[src/rtl/if_fetch_stage_pkg.sv]
// if_fetch_stage_pkg: shared pipeline constants and the fetch-state encoding
package if_fetch_stage_pkg;
   localparam logic [31:0] NOP_INST     = 32'h0000_0013;
   localparam logic [31:0] DEF_RESET_PC = 32'h0000_0000;
   typedef enum logic [1:0] {BOOT = 2'd0, RUN = 2'd1, STALL = 2'd2} fetch_state_t;
endpackage

[src/rtl/if_fetch_stage_next_pc.sv]
// if_next_pc: combinational next-PC mux and misaligned-redirect detect
//   pc, boot, stall, redirect, redirect_pc in; next_pc, misalign out
module if_next_pc (
   input  logic        boot,
   input  logic        stall,
   input  logic        redirect,
   input  logic [31:0] redirect_pc,
   input  logic [31:0] pc,
   output logic [31:0] next_pc,
   output logic        misalign
);
   assign next_pc  = redirect ? {redirect_pc[31:2], 2'b00} : (boot || stall) ? pc : pc + 32'd4;
   assign misalign = redirect && |redirect_pc[1:0];
endmodule

[src/rtl/if_fetch_stage.sv]
// if_fetch_stage: miniRV fetch stage owning the PC, fetch FSM, fetch counter and misalign flag
//   cpu_clk, cpu_rst_n (async, active-low), stall, redirect, redirect_pc in
//   irom_addr out, irom_inst in
//   pc_IF_out, pc4_IF_out, inst_IF_out, inst_valid_IF_out out to IF/ID
//   fetch_cnt, misalign_err debug out
module if_fetch_stage
   import if_fetch_stage_pkg::*;
#(
   parameter logic [31:0] RESET_PC = DEF_RESET_PC,
   parameter int          IROM_AW  = 14
) (
   input  logic               cpu_clk,
   input  logic               cpu_rst_n,
   input  logic               stall,
   input  logic               redirect,
   input  logic [31:0]        redirect_pc,
   output logic [IROM_AW-1:0] irom_addr,
   input  logic [31:0]        irom_inst,
   output logic [31:0]        pc_IF_out,
   output logic [31:0]        pc4_IF_out,
   output logic [31:0]        inst_IF_out,
   output logic               inst_valid_IF_out,
   output logic [31:0]        fetch_cnt,
   output logic               misalign_err
);
   fetch_state_t state, state_nxt;
   logic [31:0]  pc_nxt;
   logic         misalign;
   if_next_pc u_next_pc (
      .boot        (state == BOOT),
      .stall       (stall),
      .redirect    (redirect),
      .redirect_pc (redirect_pc),
      .pc          (pc_IF_out),
      .next_pc     (pc_nxt),
      .misalign    (misalign)
   );
   assign irom_addr  = pc_IF_out[IROM_AW+1:2];
   assign pc4_IF_out = pc_IF_out + 32'd4;
   // a redirect pulls the whole pipe back to RUN, even out of a stall
   always_comb begin
      state_nxt         = (state != BOOT && stall && !redirect) ? STALL : RUN;
      inst_valid_IF_out = (state != BOOT) && !redirect;
      inst_IF_out       = inst_valid_IF_out ? irom_inst : NOP_INST;
   end
   always_ff @(posedge cpu_clk or negedge cpu_rst_n) begin
      if (!cpu_rst_n) begin
         state        <= BOOT;
         pc_IF_out    <= RESET_PC;
         fetch_cnt    <= 32'd0;
         misalign_err <= 1'b0;
      end else begin
         state        <= state_nxt;
         pc_IF_out    <= pc_nxt;
         fetch_cnt    <= fetch_cnt + {31'd0, inst_valid_IF_out && !stall};
         misalign_err <= misalign_err | misalign;
      end
   end
endmodule

[config.mk]
export PLATFORM = sky130hd
export DESIGN_NAME = if_fetch_stage
export DESIGN_NICKNAME = d
export VERILOG_FILES = /design/src/rtl/if_fetch_stage_pkg.sv /design/src/rtl/if_fetch_stage_next_pc.sv /design/src/rtl/if_fetch_stage.sv
export SDC_FILE = /design/constraint.sdc
export NUM_CORES = 1
export LEC_CHECK = 0
export ABC_AREA = 1
export ABC_CLOCK_PERIOD_IN_PS = 2000
export BUFFER_PORTS_ARGS = -buffer_cell sky130_fd_sc_hd__buf_2
export CAP_MARGIN = 20
export CORE_MARGIN = 4
export CORE_UTILIZATION = 43
export DETAILED_ROUTE_END_ITERATION = 10
export GPL_TIMING_DRIVEN = 0
export PLACE_DENSITY = 0.78
export SYNTH_ARGS = -nofsm -noshare
export SYNTH_HDL_FRONTEND = slang
export SYNTH_SLANG_ARGS = --single-unit
[constraint.sdc]
create_clock -name cpu_clk -period 2 [get_ports cpu_clk]
set_clock_uncertainty 0.1 [all_clocks]
set_input_delay 0.4 -clock cpu_clk [delete_from_list [all_inputs] [get_ports cpu_clk]]
set_output_delay 0.4 -clock cpu_clk [all_outputs]
set_load 0.005 [all_outputs]
# Word-level counts from Yosys, hierarchy flattened
# Index checks and enable logic that the tools add are counted.
classes:
  add_sub_neg: 2
  eq_ne: 1
  muxes: 4
  bitwise_logic: 1
  reduce_logical: 11
op_table:
  columns: ["op", "count"]
  rows:
  - ["two-way mux 32 bit", 3]
  - ["adder 32 x 1 -> 32 bit", 1]
  - ["adder 32 x 3 -> 32 bit (second input constant)", 1]
  - ["logical AND 1 bit", 5]
  - ["logical NOT 1 bit", 2]
  - ["logical NOT 2 bit", 1]
  - ["two-way mux 2 bit", 1]
  - ["!= test 2 bit (second input constant)", 1]
  - ["nonzero test 2 bit", 1]
  - ["OR reduction 2 bit", 1]
  - ["logical OR 1 bit", 1]
  - ["OR 1 bit", 1]
totals:
  ff_bits: 67
  input_bits: 68
  output_inout_bits: 144

# Longest topological paths before layout
depth:
  ltp_word: 4
  mapped_depth: 14
  ltp_nobuf: 13

# Modules after synthesis
# From an unflattened synthesis, not the netlist that was laid out.
unflattened:
  hier_cells: 770
  area_unflattened_um2: 5154.9
by_module_without_submodules:
  columns: ["module", "instances", "cells_each", "area_per_inst_um2", "seq_area_each_um2"]
  rows:
  - ["if_fetch_stage", 1, 511, 3937.5, 1676.6]
  - ["if_next_pc", 1, 259, 1217.4, 0.0]

# Least setup slack after synthesis
# No wires, ideal clock.
synth_timing:
  path_type: "input -> register"
  from: "input redirect"
  to: "register fetch_cnt[30]"
  t_arrival_ps: 2106
  t_required_ps: 1783
  path_slack_ps: -323
  cell_stages: 13
  n_path_buf: 1
  path_cell_list: "nor2_1 nand2_1 clkinv_1 buf_2 ha_1 ha_1 nand3_1 inv_1 nand2_1 nor2_1 nand2_1 nand2_1 nand2_1"
synth_via:
  elab_chain_len: 4
synth_rtl:
  columns: ["element", "line_no", "rtl"]
  rows:
  - ["start: declaration", "if_fetch_stage.sv:15", "input logic redirect,"]
  - ["logical NOT 1 bit", "if_fetch_stage.sv:43", "inst_valid_IF_out = (state != BOOT) && !redirect;"]
  - ["logical AND 1 bit", "if_fetch_stage.sv:43", null]
  - ["logical AND 1 bit", "if_fetch_stage.sv:55", "fetch_cnt <= fetch_cnt + {31'd0, inst_valid_IF_out && !stall};"]
  - ["adder 32 x 1 -> 32 bit", "if_fetch_stage.sv:55", null]
  - ["end signal: assignment", "if_fetch_stage.sv:55", null]
  - ["end: declaration", "if_fetch_stage.sv:23", "output logic [31:0] fetch_cnt,"]
# Every way passes these cells.
# A chain may end at the register's enable or synchronous reset.

# Final worst setup path
layout_timing:
  from: "register pc_IF_out[2]"
  to: "output pc4_IF_out[22]"
layout_via:
  elab_chain_len: 1
layout_rtl:
  columns: ["element", "line_no", "rtl"]
  rows:
  - ["start: declaration", "if_fetch_stage.sv:19", "output logic [31:0] pc_IF_out,"]
  - ["start signal: assignment", "if_fetch_stage.sv:54", "pc_IF_out <= pc_nxt;"]
  - ["adder 32 x 3 -> 32 bit", "if_fetch_stage.sv:39", "assign pc4_IF_out = pc_IF_out + 32'd4;"]
  - ["end: declaration", "if_fetch_stage.sv:20", "output logic [31:0] pc4_IF_out,"]
# Every way passes these cells.

==> metrics.md <==
| Metric | Value |
|---|---|
| Status | `complete, but fails checks` |
| Failing checks | `setup timing` |
| Multi-input gate area | `2590 µm²` |
| Post-Syn Area | `4500 µm²` |
| Starting DRC count in detailed routing | `330` |
| Buffers on Ports | `207` |
| Drt pass-1 iters | `5` |
| WP data arrival | `1.81 ns` |
| Antenna-violating nets left | `0` |
| Comb power frac | `29.7%` |
| Seq/Total Area, Yosys | `36.2%` |
| Pins over their slew limit | `0` |
| Vias | `5102` |
| GRT Total Usage | `24.4%` |
| Largest area contributor in the netlist | `dfrtp_1` |
| Setup TNS | `-5.47 ns` |
| Total power | `0.00399 W` |
| Max Clk Rate | `433 MHz` |
| EDFF count, synth | `0` |
| Final setup violation count | `27` |
| Startpoint types | `flip-flop` |
| Area growth, synth to finish | `45.9%` |
| Fin cells | `1068` |
| Routability cong. | `0.900` |
| Maximum VDD drop | `0.000364 V` |
| Seq. cell area | `1650 µm²` |
| Total gr overflow | `0` |
| Inst Count DP | `1014` |
| Average wire per standard cell | `14.0 µm` |
| Final HPWL DP | `11300 µm` |
| Seq cells post-synth | `65` |
| CTS buffer count | `9` |
| Htree depth | `3` |
| CP Data Required Time | `1.50 ns` |
| PD cells | `608 nW/µm²` |
| Worst Setup Path Type | `reg -> out` |
| First-pass GRT wire length | `22900 µm` |
| Switching part of the total | `34.5%` |
| Final Hold Fails | `0` |
| Hold Crit Class | `in -> async` |
| Initial Util | `43.9%` |
| Worst Setup Slack, final | `-0.307 ns` |
| Hold WS | `0.0492 ns` |
| NetSw | `0.00138 W` |
| Least-Margin Pin Slew | `0.828 ns` |
| DR DRC count | `0` |
| Vias in the first global route | `4833` |
| Clk_lat worst skew | `0.35 ns` |
| Crit path time final | `2.31 ns` |
| Number of max-cap violations | `0` |
| Die width | `110 µm` |
| Syn Area/Cell | `6.73 µm²` |
| Antenna violations before repair | `1` |
| Yosys Warn Count | `0` |
| R2R cell count | `13` |
| Layout cell share with drive strength beyond 1 | `41.0%` |
| Clk slew on worst S/H paths | `0.08 ns` |
| Unrepaired setup endpoints after global routing | `yes` |
| Std cell rows | `37` |
| Clock share of power | `29.1%` |
| Core Footprint | `10200 µm²` |
| Ys async rst share | `100%` |
| Full die area | `12200 µm²` |
| RR Startpoint | `state[1]` |
| LEAKAGE | `3.70 nW` |
| Reg-to-Reg End | `fetch_cnt[30]` |
| Crit path max fanout | `5` |
| Largest cells by area after synthesis | `dfrtp_1 (36%), nand2_1 (20%), inv_1 (8.4%), nor2_1 (7.7%), xor2_1 (4.3%)` |
| Die Span Y | `110 µm` |
| Post-synth top area share | `36.2%` |
| Cell variety after synth | `30` |
| Largest net degree at the start of global routing | `66` |
| Sequential share of power | `41.2%` |
| Int Power | `0.00261 W` |
| Clock sink count | `65` |
| CTS tree | `done` |
| Commonest cells post-synth | `nand2_1 (238), inv_1 (101), nor2_1 (92)` |
| Fin nets | `998` |
| # diodes | `0` |
| Filler cells | `917` |
| Mapped Cells | `668` |
| Slew HR | `44.8%` |
| Most frequent cell after synthesis | `nand2_1` |
| Vias per std cell | `4.78` |
| Routed WL | `14900 µm` |
| R2R setup slack | `0.12 ns` |
| Primary FF master, synth | `dfrtp_1` |
| Root buf cell | `clkbuf_8` |
| Max Root-Sink Buffers | `2` |
| Crit end category | `output port` |
| Period Utilization, post-route | `115%` |
| IO Count | `212` |
## metal layers
metal	vias up	GRT usage, %	wire length [µm]
li1	2507	-	-
met1	2342	30.4	6020
met2	227	42.9	7370
met3	24	5.18	1260
met4	2	6.42	248
met5	-	0	12
## metrics by stage
stage / instance area (µm²) / setup WS (ns) / util [%]
floorplan: 4550 / 0.0132 / -
global placement: 5750 / -0.435 / 56.2
detailed placement: 5760 / -0.431 / 56.3
CTS: 6330 / -0.250 / 61.8
global route: 6560 / -0.399 / 64.1
finish: 6560 / -0.307 / 64.1
## worst max-delay path: stages (launching register included)
cell and delay (ns):
dfrtp_1 0.38, ha_2 0.20, nand2_2 0.07, nor2_4 0.12
nand2_4 0.11, nor2_8 0.18, nand3_2 0.10, and2_4 0.18
buf_6 0.11
## repair_timing
| action | in CTS | in global routing |
|---|---|---|
| buffers inserted | 30 | 9 |
| gates resized for setup | 52 | 49 |
| hold endpoints to repair | 0 | 0 |
| hold buffers | 0 | 0 |
| cloned | 0 | 0 |
| pin swaps | 21 | 20 |
| setup endpoints to repair | 73 | 71 |
## area by class of cell
type                       count  area share, %
buffer                        28           3.01
clock buffer                   9           1.89
clock inverter                 7           1.18
inverter                     102           6.10
multi-input combinational    475           39.4
sequential                    65           25.1
tap                          136           2.59
timing repair buffer         246           20.7
## placed cells by master (no fill, tap or decap), drive strengths merged
master and n:
or2 3, a31oi 1, and2 4, clkinv 1, nand4 9, nand3b 8, inv 103, clkinvlp 4
buf 266, nand2 244, xnor2 7, clkbuf 17, conb 4, o21ai 17, ha 3, bufinv 1
o21bai 1, o211ai 4, dfrtp 65, xor2 28, nor3 10, o221ai 1, nor3b 2, nor2 103
nand3 26
## flip-flops by register name, indices dropped and copies added (netlist names)
signal,count
fetch_cnt,32
pc_IF_out,30
state,2
misalign_err,1
## cells by family (layout without fill, tap and decap cells)
kind of cell,after synthesis,after routing,share of synthesized area [%]
fa+ha+maj,3,3,0.835
other cells,1,4,0.0834
buf+inv,131,392,12.5
xor+xnor,35,35,7.82
simple gates,409,409,39.5
compound gates,24,24,3.06
flops,65,65,36.2
## power by group through the flow
| stage | clock network, W | registers [W] | logic (W) |
|---|---|---|---|
| after floorplan | 0 | 0.00163 | 0.000464 |
| after global placement | 0 | 0.00166 | 0.000933 |
| after detailed placement | 0 | 0.00167 | 0.000953 |
| after CTS | 0.00118 | 0.00162 | 0.00112 |
| after global routing | 0.00124 | 0.00166 | 0.00132 |
| final | 0.00116 | 0.00164 | 0.00118 |
## worst max-delay path by stage
stage,slack [ns],start,cells after the start,endpoint
3_5_place_dp,-0.43,redirect,14,fetch_cnt[30]
2_1_floorplan,0.01,redirect,12,fetch_cnt[20]
5_1_grt,-0.40,pc_IF_out[2],8,pc4_IF_out[22]
6_report,-0.31,pc_IF_out[2],8,pc4_IF_out[22]
4_1_cts,-0.25,pc_IF_out[2],9,pc4_IF_out[22]
3_3_place_gp,-0.43,redirect,13,fetch_cnt[31]
No activity file was read; power rests on OpenSTA's default activity.
